===== src/rtl/mips_cpu_muldiv.sv =====
`default_nettype none
// ============================================================================
// Module   : mips_cpu_muldiv
// Brief    : Iterative MULT/MULTU/DIV/DIVU unit (one bit per cycle) with
//            architectural HI/LO registers and single-cycle MTHI/MTLO.
// Revision : 1.0 - initial release
// ============================================================================
module mips_cpu_muldiv #(
    parameter int WIDTH = 32
) (
    input  logic             clk,
    input  logic             rst_n,
    input  logic             start,
    input  logic [2:0]       op,
    input  logic [WIDTH-1:0] a,
    input  logic [WIDTH-1:0] b,
    output logic             busy,
    output logic             done,
    output logic             div_by_zero,
    output logic [WIDTH-1:0] hi,
    output logic [WIDTH-1:0] lo
);

    localparam int                 c_CNT_W = $clog2(WIDTH);
    localparam logic [c_CNT_W-1:0] c_LAST  = c_CNT_W'(WIDTH - 1);

    typedef enum logic [1:0] {
        S_IDLE = 2'd0,
        S_RUN  = 2'd1,
        S_FIX  = 2'd2
    } state_t;

    state_t               r_state;
    logic [c_CNT_W-1:0]   r_count;
    logic [2*WIDTH-1:0]   r_acc;
    logic [WIDTH-1:0]     r_opnd;
    logic                 r_is_div;
    logic                 r_neg_q;
    logic                 r_neg_r;
    logic                 r_dbz;

    logic                 w_signed;
    logic [WIDTH-1:0]     w_abs_a;
    logic [WIDTH-1:0]     w_abs_b;
    logic [WIDTH:0]       w_sum;
    logic [WIDTH:0]       w_trial;
    logic [2*WIDTH-1:0]   w_prod;
    logic [WIDTH-1:0]     w_quo;
    logic [WIDTH-1:0]     w_rem;

    assign w_signed = (op == 3'd0) || (op == 3'd2);
    assign w_abs_a  = (w_signed && a[WIDTH-1]) ? -a : a;
    assign w_abs_b  = (w_signed && b[WIDTH-1]) ? -b : b;

    // Multiply: r_acc = {partial product, remaining multiplier bits}
    assign w_sum   = {1'b0, r_acc[2*WIDTH-1:WIDTH]} + (r_acc[0] ? {1'b0, r_opnd} : '0);
    // Divide: r_acc = {remainder, remaining dividend / quotient bits}
    assign w_trial = {r_acc[2*WIDTH-1:WIDTH], r_acc[WIDTH-1]} - {1'b0, r_opnd};

    assign w_prod = r_neg_q ? -r_acc : r_acc;
    assign w_quo  = r_neg_q ? -r_acc[WIDTH-1:0] : r_acc[WIDTH-1:0];
    assign w_rem  = r_neg_r ? -r_acc[2*WIDTH-1:WIDTH] : r_acc[2*WIDTH-1:WIDTH];

    always_ff @(posedge clk or negedge rst_n) begin
        if (!rst_n) begin
            r_state     <= S_IDLE;
            r_count     <= '0;
            r_acc       <= '0;
            r_opnd      <= '0;
            r_is_div    <= 1'b0;
            r_neg_q     <= 1'b0;
            r_neg_r     <= 1'b0;
            r_dbz       <= 1'b0;
            busy        <= 1'b0;
            done        <= 1'b0;
            div_by_zero <= 1'b0;
            hi          <= '0;
            lo          <= '0;
        end else begin
            done        <= 1'b0;
            div_by_zero <= 1'b0;
            case (r_state)
                S_IDLE: begin
                    if (start) begin
                        case (op)
                            3'd4: hi <= a;
                            3'd5: lo <= a;
                            3'd0, 3'd1, 3'd2, 3'd3: begin
                                busy     <= 1'b1;
                                r_count  <= '0;
                                r_is_div <= op[1];
                                r_neg_q  <= w_signed && (a[WIDTH-1] ^ b[WIDTH-1]);
                                r_neg_r  <= w_signed && a[WIDTH-1];
                                r_dbz    <= op[1] && (b == '0);
                                if (op[1]) begin
                                    r_acc   <= {{WIDTH{1'b0}}, w_abs_a};
                                    r_opnd  <= w_abs_b;
                                    r_state <= (b == '0) ? S_FIX : S_RUN;
                                end else begin
                                    r_acc   <= {{WIDTH{1'b0}}, w_abs_b};
                                    r_opnd  <= w_abs_a;
                                    r_state <= S_RUN;
                                end
                            end
                            default: ;
                        endcase
                    end
                end
                S_RUN: begin
                    r_count <= r_count + c_CNT_W'(1);
                    if (r_is_div) begin
                        // Restoring step: keep the subtraction only if it did not borrow
                        if (!w_trial[WIDTH])
                            r_acc <= {w_trial[WIDTH-1:0], r_acc[WIDTH-2:0], 1'b1};
                        else
                            r_acc <= {r_acc[2*WIDTH-2:0], 1'b0};
                    end else begin
                        r_acc <= {w_sum, r_acc[WIDTH-1:1]};
                    end
                    if (r_count == c_LAST)
                        r_state <= S_FIX;
                end
                S_FIX: begin
                    busy        <= 1'b0;
                    done        <= 1'b1;
                    div_by_zero <= r_dbz;
                    if (!r_dbz) begin
                        if (r_is_div) begin
                            hi <= w_rem;
                            lo <= w_quo;
                        end else begin
                            {hi, lo} <= w_prod;
                        end
                    end
                    r_state <= S_IDLE;
                end
                default: r_state <= S_IDLE;
            endcase
        end
    end

endmodule
`default_nettype wire

===== config.mk =====
export PLATFORM = sky130hd
export DESIGN_NAME = mips_cpu_muldiv
export DESIGN_NICKNAME = d
export VERILOG_FILES = /design/src/rtl/mips_cpu_muldiv.sv
export SDC_FILE = /design/constraint.sdc
export NUM_CORES = 1
export LEC_CHECK = 0
export ABC_AREA = 1
export BUFFER_PORTS_ARGS = -buffer_cell sky130_fd_sc_hd__buf_2
export CAP_MARGIN = 20
export CORE_MARGIN = 2
export CORE_UTILIZATION = 25
export DETAILED_ROUTE_END_ITERATION = 10
export MAX_ROUTING_LAYER = met4
export PLACE_DENSITY = 0.44
export SETUP_SLACK_MARGIN = 0.05
export SLEW_MARGIN = 5
export SYNTH_ARGS = -nofsm -noshare
export SYNTH_HDL_FRONTEND = slang
export SYNTH_SLANG_ARGS = --single-unit

===== constraint.sdc =====
create_clock -name clk -period 2.8 [get_ports clk]
set_clock_uncertainty 0.1 [all_clocks]
set_input_delay 0.28 -clock clk [delete_from_list [all_inputs] [get_ports clk]]
set_output_delay 0.28 -clock clk [all_outputs]
set_load 0.02 [all_outputs]

======== Yosys cells after proc, flatten, opt, wreduce, memory -nomap -nowiden ========
Index checks and enable logic that the tools add are counted.
word-level totals
  memories ................................ 0
  input bits .............................. 70
  bits in writable memories ............... 0
  logic and storage cells ................. 90
  output and inout port bits .............. 67
  register bits ........................... 174
  memory bits (read-only) ................. 0
  latch bits .............................. 0
operators by class
  $add $sub $neg .......................... 8
  reduce and logical (&&, ||, !) cells .... 17
  divide/modulo/power cells ............... 0
  $lt $le $gt $ge ......................... 0
  bitwise gates (word level) .............. 1
  mux-type cells .......................... 37
  shifts and indexed selects .............. 0
  multipliers ............................. 0
  equality and inequality tests ........... 14
operators with widths
  cell                                                   number
  two-way mux 32 bit                                     15
  two-way mux 64 bit                                     5
  negator 32 bit                                         4
  one-hot mux 32 bit (2 select lines)                    2
  one-hot mux 64 bit (2 select lines)                    1
  negator 64 bit                                         1
  adder 32 x 32 -> 33 bit                                1
  subtractor 33 x 32 -> 33 bit                           1
  zero test 32 bit                                       1
  AND reduction 3 bit                                    4
  two-way mux 2 bit                                      5
  two-way mux 5 bit                                      2
  one-hot mux 5 bit (2 select lines)                     1
  AND reduction 4 bit                                    2
  equality test 3 x 2 -> 1 bit, second input constant    2
  equality test 3 bit, second input constant             2
  inequality test 2 x 1 -> 1 bit, second input constant  3
  inequality test 2 bit, second input constant           3
  adder 5 x 1 -> 5 bit, second input constant            1
  equality test 5 bit, second input constant             1
  logical AND 1 bit                                      4
  two-way mux 1 bit                                      4
  one-hot mux 2 bit (2 select lines)                     1
  nonzero test 2 bit                                     2
  9 further kinds                                        9

======== Depth between registers and ports, before layout ========
  word-level depth ........................ 8
  gate-level depth with buffers ........... 21
  depth with buffers taken out ............ 20

======== Worst setup path before layout ========
OpenSTA, ideal clock, no wires.
  kind .................................... reg-to-reg
  from .................................... register r_acc[0]
  to ...................................... register r_acc[61]
  data required time ...................... 2583 ps
  slack ................................... 260 ps
  arrival ................................. 2323 ps
  period minus slack after synthesis ...... 2540 ps
  cell stages (with the launch flop) ...... 21
  cells stage by stage .................... dfrtp_1 > buf_6 > nand2_1 > inv_1 > ha_1 > inv_1 > fa_1 > inv_1 > nand2_1 > o21ai_0 > nand2_1 > nand2_1 > nand2_1 > nand2_1 > nand2_1 > nand3_1 > nand3_1 > nand2_1 > inv_1 > nand2_1 > nand2_1
between the ends
  word-level cells in the longest chain between the ends .. 4
ends and longest elaborated chain
  element                              line  source
  start, declared                      35    logic [2*WIDTH-1:0] r_acc;
  start signal, assigned               96    r_acc <= {{WIDTH{1'b0}}, w_abs_a};
  start signal, assigned               100   r_acc <= {{WIDTH{1'b0}}, w_abs_b};
  start signal, assigned               114   r_acc <= {w_trial[WIDTH-1:0], r_acc[WIDTH-2:0], 1'b1};
  two-way mux 32 bit                   56    assign w_sum = {1'b0, r_acc[2*WIDTH-1:WIDTH]} + (r_acc[0] ? {1'b0, r_opnd} : '0);
  adder 32 x 32 -> 33 bit              56
  two-way mux 64 bit                   111   if (r_is_div) begin
  one-hot mux 64 bit (2 select lines)  82    case (r_state)
No other way between the ends.
A chain may end at the register's enable or synchronous reset.

======== Worst setup path after layout ========
  from .................................... register r_opnd[28]
  to ...................................... register r_acc[49]
between the ends
  word-level cells in the longest chain between the ends .. 4
ends and longest elaborated chain
  element                              line  source
  start, declared                      36    logic [WIDTH-1:0] r_opnd;
  start signal, assigned               97    r_opnd <= w_abs_b;
  start signal, assigned               101   r_opnd <= w_abs_a;
  subtractor 33 x 32 -> 33 bit         58    assign w_trial = {r_acc[2*WIDTH-1:WIDTH], r_acc[WIDTH-1]} - {1'b0, r_opnd};
  two-way mux 64 bit                   113   if (!w_trial[WIDTH])
  two-way mux 64 bit                   111
  one-hot mux 64 bit (2 select lines)  82
  end signal, assigned                 114
  end signal, assigned                 116   r_acc <= {r_acc[2*WIDTH-2:0], 1'b0};
  end signal, assigned                 118   r_acc <= {w_sum, r_acc[WIDTH-1:1]};
No other way between the ends.

==> results_dict.tcl <==
set metrics [dict create \
    status "complete, no violations" \
    ys_types 49 \
    htreeDepth 4 \
    core_area_mm2 0.07161 \
    synth_compound_area_share_pct 15.01 \
    clock_latency_ns 0.52 \
    synthFlopType "dfrtp_1" \
    synth_seq_area_share_pct 24.04 \
    synthToLayoutAreaGrowth_pct 23.11 \
    fmax_mhz 379.8 \
    drtIter0Drc 1968 \
    synth_area_per_cell_um2 5.750 \
    slew_violations 0 \
    synth_fa_ha_area_share_pct 5.057 \
    synth_top_cell_by_area "dfrtp_1" \
    worstMarginPinSlew_ns 0.6538 \
    p_int_uw 12710 \
    track_usage_pct 24.54 \
    grt_pass1_vias 20314 \
    ir_worst_vdd_uv 700.7 \
    worstPathRequired_ns 3.14 \
    synth_seq_cells 174 \
    cts_tree "built" \
    fp.dieH_um 273.2 \
    gp_congestion 0.9784 \
    rr_worst_depth 14 \
    clock_path_buffers 2 \
    path_clk_slew_ns 0.07 \
    clkSinkCount 174 \
    synth-xor-area-share_pct 2.466 \
    finalHoldViolations 0 \
    antenna_found_initial 1 \
    first_pass_iters 6 \
    num_vias 21519 \
    synth_top_family_by_area "simple AND/OR/NAND/NOR gates" \
    leakagePower_uw 0.01133 \
    fin_nets 3551 \
    max_cap_violations 0 \
    p_sw_share_pct 56.83 \
    hp-class "in -> reg" \
    holdWs_ns 0.04118 \
    start_util_pct 25.29 \
    dpl_cell_area_mm2 0.02116 \
    grt_pass1_wl_um 131700 \
    grt_max_degree 100 \
    drive_above_1_share_pct 14.87 \
    io_pins 137 \
    synth_top_area_share_pct 24.04 \
    yosysMostFrequentCell "nand2_1" \
    postRouteAntennaNets 0 \
    root_buffer "clkbuf_16" \
    crit_type "reg -> reg" \
    synthTopCellsByArea "dfrtp_1, nand2_1, inv_1, nor2_1, nand3_1" \
    power.share.clock_pct 9.2 \
    num-fill-cells 8318 \
    arrival_ns 2.98 \
    synth_nets 3292 \
    p_comb_share_pct 73.6 \
    synthMuxAreaShare_pct 0 \
    synth_edf_count 0 \
    portBuffers 136 \
    switchingPower_uw 16740 \
    whs_path_depth 3 \
    drc 0 \
    finalCriticalPeriod_ns 2.633 \
    fp.dieW_um 273.2 \
    synth_async_sr_flop_share_pct 100.0 \
    end_kind "register" \
    yosys_warnings 0 \
    synth_area_mm2 0.01811 \
    wl_um 89860 \
    synth-simple-area-share_pct 41.21 \
    period_share_pct 94.03 \
    start_kind "register" \
    diodes 0 \
    wl_per_cell_um 20.55 \
    cts_buffers 17 \
    p_seq_share_pct 17.2 \
    fin_area_mm2 0.02230 \
    gr-total-overflow 0 \
    dp_hpwl_um 73720 \
    vias_per_cell 4.922 \
    yosys-top-cells-count "nand2_1, inv_1, nor2_1" \
    rows 98 \
    setup_viol 0 \
    cellPowerDensity_mw_per_mm2 1321 \
    syn_inst 3150 \
    cp_max_fo 7 \
    rsz0062_at_grt "yes" \
    dieArea_mm2 0.07462 \
    timing.slew.headroom_pct 56.42 \
]
[cell usage in the layout, fill, tap and decap left out, types with 36 or more instances in the layout]
| cell type | instances |
|---|---|
| nand4_1 | 47 |
| a21oi_1 | 162 |
| nor2_1 | 393 |
| inv_1 | 460 |
| buf_4 | 185 |
| ha_1 | 53 |
| xor2_1 | 36 |
| dfrtp_1 | 167 |
| nand3_1 | 291 |
| buf_2 | 136 |
| o21ai_0 | 177 |
| nand2_1 | 932 |
[sequential cells by signal, summed over array words and instances, names as in the netlist]
| name | count |
|---|---|
| r_neg_r | 1 |
| r_is_div | 1 |
| r_state | 2 |
| r_count | 5 |
| hi | 32 |
| div_by_zero | 1 |
| r_acc | 64 |
| r_neg_q | 1 |
| r_opnd | 32 |
| busy | 1 |
| done | 1 |
| r_dbz | 1 |
| lo | 32 |
[critical path: stages, from the launching register on]
cell	delay [ns]
dfrtp_1	0.45
inv_1	0.13
ha_1	0.38
nand2_1	0.17
nor3_4	0.28
and2_1	0.19
nand2_2	0.10
nand2_2	0.11
nand2_4	0.08
nand2_8	0.13
buf_12	0.13
nand3_1	0.12
nand3_1	0.10
nand2_1	0.06
nand2_1	0.05
[worst paths after layout]
| kind | endpoint | slack [ns] | start |
|---|---|---|---|
| hold reg to reg | r_count[2]$_DFFE_PN0P_ | 0.39 | r_count[2]$_DFFE_PN0P_ |
| setup reg to reg | r_acc[49]$_DFFE_PN0P_ | 0.17 | r_opnd[28]$_DFFE_PN0P_ |
| min in group asynchronous | lo[4]$_DFFE_PN0P_ | 0.20 | rst_n |
| max in group asynchronous | r_opnd[8]$_DFFE_PN0P_ | 1.63 | rst_n |
| hold / removal | r_opnd[31]$_DFFE_PN0P_ | 0.04 | a[31] |
| setup / recovery | r_acc[49]$_DFFE_PN0P_ | 0.17 | r_opnd[28]$_DFFE_PN0P_ |
[cell type report]
| cell class | instances | area (um^2) | share of cell area (%) |
|---|---|---|---|
| Multi-Input combinational cell | 2406 | 11990 | 53.75 |
| Sequential cell | 174 | 4365 | 19.58 |
| Timing Repair Buffer | 338 | 2375 | 10.65 |
| Inverter | 472 | 1772 | 7.945 |
| Tap cell | 950 | 1189 | 5.330 |
| Clock buffer | 19 | 432.9 | 1.941 |
| Clock inverter | 13 | 178.9 | 0.8024 |
[logic make-up after synthesis]
kind of cell / Yosys count
flip-flops: 174
AO/OA/AOI/OAI: 490
XOR/XNOR: 51
AND/OR/NAND/NOR: 1793
adder cells (fa/ha/maj): 72
buffers and inverters: 570
[power by group through the flow]
stage               Combinational, uW  Sequential (uW)  Clock (uW)
finish                          21700             5060        2700
global route                    24000             5180        2840
CTS                             20700             5000        2760
detailed placement              20600             5040           0
global placement                20600             5060           0
floorplan                       12300             5240           0
[per-layer routing]
metal / track usage, % / vias up / part of all wire [%]
li1: - / 10644 / -
met1: 33.73 / 10156 / 47
met2: 38.65 / 650 / 46
met3: 2.214 / 69 / 5.0
met4: 6.126 / 0 / 2.2
met5: - / - / 0
[repair_timing]
action,CTS,global route
pin swaps,0,10
buffers inserted,0,5
setup endpoints to repair,8,46
hold buffers,2,0
hold endpoints to repair,57,0
cloned,0,2
gates resized for setup,7,114
[per-stage QoR]
stage	util [%]	instances	TNS, ns	power [uW]	setup slack [ns]
floorplan	-	3150	0	17490	0.2603
global placement	29.55	4331	-0.07832	25660	-0.04190
detailed placement	29.55	4331	0	25600	0.02900
CTS	30.47	4365	0	28460	0.05453
global route	31.14	4372	0	32060	0.02719
finish	31.14	4372	0	29450	0.1671
(Power assumes the default switching activity.)
